**src/rtl/pipe_hazard_ctrl.sv**
```systemverilog
// ---------------------------------------------------------------------------
// pipe_hazard_ctrl
// Hazard and sequencing controller for a five-stage RISC-V pipeline
// (IF/ID/EX/MEM/WB). Decodes the ID-stage instruction, tracks the two
// in-flight writers sitting in EX and MEM, and drives the write-enable and
// flush controls of the PC, IF/ID, ID/EX and back-end pipeline registers.
// Also keeps saturating stall and redirect counters.
//
// Optional feature macro: PIPE_CTRL_FWD_EN
//   defined   : EX/MEM forwarding exists, only load-use in EX interlocks.
//   undefined : full interlock on any valid writer in EX or MEM.
//
// Ports:
//   clk, rst                      clock, synchronous active-high reset
//   id_valid                      ID stage holds a real instruction
//   id_opcode/id_rs1/id_rs2/id_rd ID instruction fields
//   ex_redirect                   EX resolved a taken branch or jump
//   imem_ready, dmem_ready        memory wait-state handshakes
//   pc_we, ifid_we, back_we       pipeline register load enables
//   ifid_flush, idex_flush        bubble insertion controls
//   stall_cnt, flush_cnt          saturating performance counters
// ---------------------------------------------------------------------------
module pipe_hazard_ctrl #(
  parameter int CNT_W = 32
) (
  input  logic             clk,
  input  logic             rst,
  input  logic             id_valid,
  input  logic [6:0]       id_opcode,
  input  logic [4:0]       id_rs1,
  input  logic [4:0]       id_rs2,
  input  logic [4:0]       id_rd,
  input  logic             ex_redirect,
  input  logic             imem_ready,
  input  logic             dmem_ready,
  output logic             pc_we,
  output logic             ifid_we,
  output logic             ifid_flush,
  output logic             idex_flush,
  output logic             back_we,
  output logic [CNT_W-1:0] stall_cnt,
  output logic [CNT_W-1:0] flush_cnt
);

  typedef enum logic [6:0] {
    OP_R     = 7'b0110011,
    OP_I     = 7'b0010011,
    OP_LOAD  = 7'b0000011,
    OP_STORE = 7'b0100011,
    OP_B     = 7'b1100011,
    OP_LUI   = 7'b0110111,
    OP_AUIPC = 7'b0010111,
    OP_JAL   = 7'b1101111,
    OP_JALR  = 7'b1100111
  } opcode_e;

  // Non-writers are recorded with rd=0 so they can never match a source.
  typedef struct packed {
    logic       v;
    logic [4:0] rd;
    logic       load;
    logic       mem;
  } slot_t;

  localparam logic [CNT_W-1:0] CNT_ONE = CNT_W'(1);
  localparam logic [CNT_W-1:0] CNT_MAX = '1;

  slot_t            ex_slot_q, ex_slot_d, mem_slot_q, mem_slot_d, id_slot;
  logic [CNT_W-1:0] stall_cnt_q, stall_cnt_d, flush_cnt_q, flush_cnt_d;
  logic             use_rs1, use_rs2, wr_rd, is_load, is_mem;
  logic             src1_live, src2_live, ex_hit, freeze, hazard, issue;

  // Decode the ID opcode into source usage, destination and memory class.
  always_comb begin
    use_rs1 = 1'b0;
    use_rs2 = 1'b0;
    wr_rd   = 1'b0;
    is_load = 1'b0;
    is_mem  = 1'b0;
    case (id_opcode)
      OP_R:     begin use_rs1 = 1'b1; use_rs2 = 1'b1; wr_rd = 1'b1; end
      OP_I:     begin use_rs1 = 1'b1; wr_rd = 1'b1; end
      OP_LOAD:  begin use_rs1 = 1'b1; wr_rd = 1'b1; is_load = 1'b1; is_mem = 1'b1; end
      OP_STORE: begin use_rs1 = 1'b1; use_rs2 = 1'b1; is_mem = 1'b1; end
      OP_B:     begin use_rs1 = 1'b1; use_rs2 = 1'b1; end
      OP_LUI, OP_AUIPC, OP_JAL: wr_rd = 1'b1;
      OP_JALR:  begin use_rs1 = 1'b1; wr_rd = 1'b1; end
      default:  ;
    endcase
    id_slot.v    = 1'b1;
    id_slot.rd   = (wr_rd && id_rd != 5'd0) ? id_rd : 5'd0;
    id_slot.load = is_load;
    id_slot.mem  = is_mem;
  end

  // x0 is never a real dependency, so it is masked out of the source set.
  assign src1_live = use_rs1 && (id_rs1 != 5'd0);
  assign src2_live = use_rs2 && (id_rs2 != 5'd0);

  assign ex_hit = ex_slot_q.v && (ex_slot_q.rd != 5'd0) &&
                  ((src1_live && id_rs1 == ex_slot_q.rd) ||
                   (src2_live && id_rs2 == ex_slot_q.rd));

`ifdef PIPE_CTRL_FWD_EN
  // Forwarding covers everything except a load result still in EX.
  assign hazard = id_valid && ex_hit && ex_slot_q.load;

  logic unused_slot_bits;
  assign unused_slot_bits = ^{mem_slot_q.rd, mem_slot_q.load};
`else
  // Full interlock: WB is write-first, so only EX and MEM writers matter.
  logic mem_hit;
  assign mem_hit = mem_slot_q.v && (mem_slot_q.rd != 5'd0) &&
                   ((src1_live && id_rs1 == mem_slot_q.rd) ||
                    (src2_live && id_rs2 == mem_slot_q.rd));
  assign hazard = id_valid && (ex_hit || mem_hit);

  logic unused_slot_bits;
  assign unused_slot_bits = mem_slot_q.load;
`endif

  assign freeze = mem_slot_q.v && mem_slot_q.mem && !dmem_ready;
  assign issue  = id_valid && !hazard && !ex_redirect;

  // Control outputs, resolved in strict priority order.
  always_comb begin
    pc_we      = 1'b1;
    ifid_we    = 1'b1;
    ifid_flush = 1'b0;
    idex_flush = 1'b0;
    back_we    = 1'b1;
    if (rst) begin
      pc_we      = 1'b0;
      ifid_we    = 1'b0;
      back_we    = 1'b0;
      ifid_flush = 1'b1;
      idex_flush = 1'b1;
    end else if (freeze) begin
      pc_we   = 1'b0;
      ifid_we = 1'b0;
      back_we = 1'b0;
    end else if (ex_redirect) begin
      ifid_flush = 1'b1;
      idex_flush = 1'b1;
    end else if (hazard) begin
      pc_we      = 1'b0;
      ifid_we    = 1'b0;
      idex_flush = 1'b1;
    end else if (!imem_ready) begin
      pc_we      = 1'b0;
      ifid_flush = 1'b1;
    end
  end

  // Scoreboard advance and counter next-state; a freeze holds both slots.
  always_comb begin
    ex_slot_d   = ex_slot_q;
    mem_slot_d  = mem_slot_q;
    stall_cnt_d = stall_cnt_q;
    flush_cnt_d = flush_cnt_q;
    if (!freeze) begin
      mem_slot_d = ex_slot_q;
      ex_slot_d  = issue ? id_slot : '0;
      if (ex_redirect && flush_cnt_q != CNT_MAX)
        flush_cnt_d = flush_cnt_q + CNT_ONE;
    end
    if (!pc_we && stall_cnt_q != CNT_MAX)
      stall_cnt_d = stall_cnt_q + CNT_ONE;
  end

  always_ff @(posedge clk) begin
    if (rst) begin
      ex_slot_q   <= '0;
      mem_slot_q  <= '0;
      stall_cnt_q <= '0;
      flush_cnt_q <= '0;
    end else begin
      ex_slot_q   <= ex_slot_d;
      mem_slot_q  <= mem_slot_d;
      stall_cnt_q <= stall_cnt_d;
      flush_cnt_q <= flush_cnt_d;
    end
  end

  assign stall_cnt = stall_cnt_q;
  assign flush_cnt = flush_cnt_q;

endmodule

```
**config.mk**
```make
export PLATFORM = sky130hd
export DESIGN_NAME = pipe_hazard_ctrl
export DESIGN_NICKNAME = d
export VERILOG_FILES = /design/src/rtl/pipe_hazard_ctrl.sv
export SDC_FILE = /design/constraint.sdc
export NUM_CORES = 1
export LEC_CHECK = 0
export BUFFER_PORTS_ARGS = -buffer_cell sky130_fd_sc_hd__buf_2
export CAP_MARGIN = 40
export CORE_MARGIN = 1.5
export CORE_UTILIZATION = 39
export DETAILED_ROUTE_END_ITERATION = 7
export SYNTH_ARGS = -nofsm -noshare
export SYNTH_HDL_FRONTEND = slang
export SYNTH_SLANG_ARGS = --single-unit
```
**constraint.sdc**
```tcl
create_clock -name clk -period 4 [get_ports clk]
set_input_delay 0.2 -clock clk [delete_from_list [all_inputs] [get_ports clk]]
set_output_delay 0.2 -clock clk [all_outputs]
set_load 0.01 [all_outputs]
```
==> results.txt <==
Placer Congestion: 0.859
Grt ovf: 0
Mapped cell area: 4000 um^2
# Post-CTS Setup Buffers: 0
Worst VDD drop: 0.148 mV
Synth Area in Simple Gates: 30.7%
Combinational family with the most area after synthesis: simple AND/OR/NAND/NOR gates
Clk pin slew, worst setup/hold paths: 0.08 ns
Hold Fails Final Rpt: 0
Vias per inst: 5.29
# diodes: 0
CTS tree: built
Rel. slew slack: 41.2%
Comb pwr share: 6.3%
Unrepaired setup endpoints after global routing: no
CTS buffer count: 9
Min cycle time layout: 2.66 ns
Power share of the sequential group: 52.2%
Kind of critical path: reg2reg
CTS sink cnt: 78
Post-DRT Antenna Nets: 0
Area of the core: 9860 um^2
Synth area leaders: dfxtp_1 39%, xnor2_1 7.2%, nor2_1 6.4%, nand3_1 4.4%, a21oi_1 4.0%
CP max FO: 37
Worst Path Arrival: 2.91 ns
Slew @ Worst Pin: 0.882 ns
Complex-gate fraction of the synthesized area: 14.1%
Fin nets: 610
Final setup TNS: 0 ns
Filler instances: 979
Final WL: 9990 um
Layout cell share with drive strength beyond 1: 22.8%
Aggregate global-route resource usage: 18.3%
DRC viols: 0
Ports: 97
Tcrit/Tclk final: 66.5%
Root buf cell: clkbuf_8
Max Slew Vio Count: 0
Post-synthesis sequential area ratio: 39.0%
# rows: 36
DP Wirelength: 7210 um
Clk Latency, worst-skew pair: 0.35 ns
Nature of the critical path endpoint: register
Syn Inst Count: 487
Required @ worst endpoint: 4.25 ns
H-Tree Depth: 3
Top cell type by total area after synthesis: dfxtp_1
Post-synthesis async set-or-reset flop share: 0%
Post-cts sizing count: 0
Post-CTS Hold Buffers: 0
Port Buf Inserts: 96
Routed length per placed instance: 13.9 um
Starting DRC count in detailed routing: 179
Largest net degree at the start of global routing: 87
Distinct cells, synth: 55
Die X-Extent: 104 um
Clock power frac: 41.4%
EDFF count, synth: 0
Status: completed
Post-synth net total: 517
Post-Synth Adder-Cell Area: 0.625%
Multiplexer share of the synthesized area: 1.63%
Sw frac: 23.7%
Ys flop type: dfxtp_1
#FFs+latches synth: 78
XOR/XNOR Fraction of Synth Area: 11.2%
Syn_area_per_cell: 8.22 um^2
Final setup fails: 0
Max Clock Skew: 0.0131 ns
P_leak: 1.83 nW
Die area: 10900 um^2
Global-route wire length before repair: 16200 um
Vias in the first global route: 3401
Synthesis Warnings: 0
Initial core utilization: 40.6%
1st-pass router iterations: 4
Via count: 3792
DIE HEIGHT: 104 um
Final Util: 48.8%
Synth top area share: 39.0%
Area Growth Syn to Fin: 20.1%
Max Cap Viol: 0
Pwr dens: 315 nW/um^2
Hold crit path type: in2reg
Max Freq: 376 MHz
Switching power: 0.358 mW
Initial antenna violation count: 0
Startpoint types: register
Clock Path Buffers: 2
Internal: 1.15 mW
## worst paths after layout
| kind | from | endpoint | slack, ns | cells past startpoint |
|---|---|---|---|---|
| worst max-delay path | ex_slot_q[3] | stall_cnt[27] | 1.34 | 8 |
| worst min-delay path | id_rd[4] | ex_slot_q[6] | 0.05 | 2 |
| worst max register to register | ex_slot_q[3] | stall_cnt[27] | 1.34 | 8 |
| worst min register to register | ex_slot_q[0] | mem_slot_q[0] | 0.46 | 2 |
## layout make-up
type                    instances  area (um^2)  share of cell area (%)
clock buffers                  12          165                    3.43
clock inverters                 3         42.5                   0.884
inverters                      13         48.8                    1.01
multi-input cells             380         2330                    48.4
flip-flops and latches         78         1560                    32.5
well taps                     133          166                    3.46
repair buffers                 98          495                    10.3
## cell usage after synthesis (5+ instances only)
cell type,count
or3_1,15
and3_1,9
a21oi_1,32
nand3_1,35
nor4_1,8
clkbuf_1,10
nand4_1,11
nand2_1,40
o31ai_1,8
nor2_1,68
dfxtp_1,78
xor2_1,18
a22o_1,5
nor2b_1,5
xnor2_1,33
o21ai_0,14
nor3_1,9
or4_1,15
inv_1,13
## cell usage in the layout, fill, tap and decap left out, types with 3 or more instances in the layout
cell type | Yosys | final
and2_1 | 3 | 3
o31ai_1 | 8 | 8
nand2_1 | 40 | 40
nand4b_1 | 3 | 3
or4_1 | 15 | 15
a22o_1 | 5 | 5
buf_2 | 3 | 96
dfxtp_1 | 78 | 78
inv_1 | 13 | 13
xnor2_1 | 33 | 33
nor2_1 | 68 | 68
and3_1 | 9 | 9
clkbuf_8 | 0 | 12
a31o_2 | 4 | 4
nand2b_1 | 4 | 4
nor4_1 | 8 | 8
mux2_2 | 4 | 4
nor3_1 | 9 | 9
or3_1 | 15 | 15
o21ai_0 | 14 | 14
a21oi_1 | 32 | 32
nand3_1 | 35 | 35
xor2_1 | 18 | 18
nand4_1 | 11 | 11
nor2b_1 | 5 | 5
## sequential cells by signal, summed over array words and instances (netlist names)
name / count
flush_cnt: 32
ex_slot_q: 7
stall_cnt: 32
mem_slot_q: 7
## logic make-up (layout without fill, tap and decap cells)
logic type,after synthesis,in the layout
and+or+nand+nor,238,238
buffers and inverters,29,126
DFF,78,78
xor gates and xnor gates,51,51
adders and majority gates,2,2
AOI/OAI and AO/OA,83,83
muxes,6,6
## stage by stage
stage               cell area [um^2]  total power [mW]  hold slack, ns  worst slack, ns  std cells
finish                          4810              1.51          0.0524             1.34        717
global route                    4810              1.58          0.0409             1.15        717
CTS                             4810              1.53          0.0415             1.32        717
detailed placement              4600             0.905           0.417             1.26        702
global placement                4600             0.903           0.412             1.31        702
floorplan                       4000             0.863           0.326             1.60        487
## power by group through the flow
| stage | sequential (mW) | combinational [mW] | clock (mW) |
|---|---|---|---|
| after detailed placement | 0.809 | 0.0966 | 0 |
| after global placement | 0.808 | 0.0946 | 0 |
| after CTS | 0.790 | 0.0970 | 0.641 |
| after floorplan | 0.809 | 0.0545 | 0 |
| final | 0.790 | 0.0960 | 0.627 |
| after global routing | 0.792 | 0.107 | 0.678 |
## metal layers
metal	up-vias	GRT usage, %	routed length [um]
li1	1925	-	-
met1	1766	24.7	4770
met2	90	28.2	4540
met3	11	4.32	549
met4	0	6.45	131
met5	-	0	0
## worst max-delay path: stages (launching register included)
cell,delay (ns)
dfxtp_1,0.45
xnor2_1,0.15
nand3_1,0.09
nor4_1,0.36
o221ai_1,0.24
a21oi_2,0.31
o21ai_4,0.25
nor4_1,0.34
mux2_2,0.37
Power figures use the tool's default switching activity.
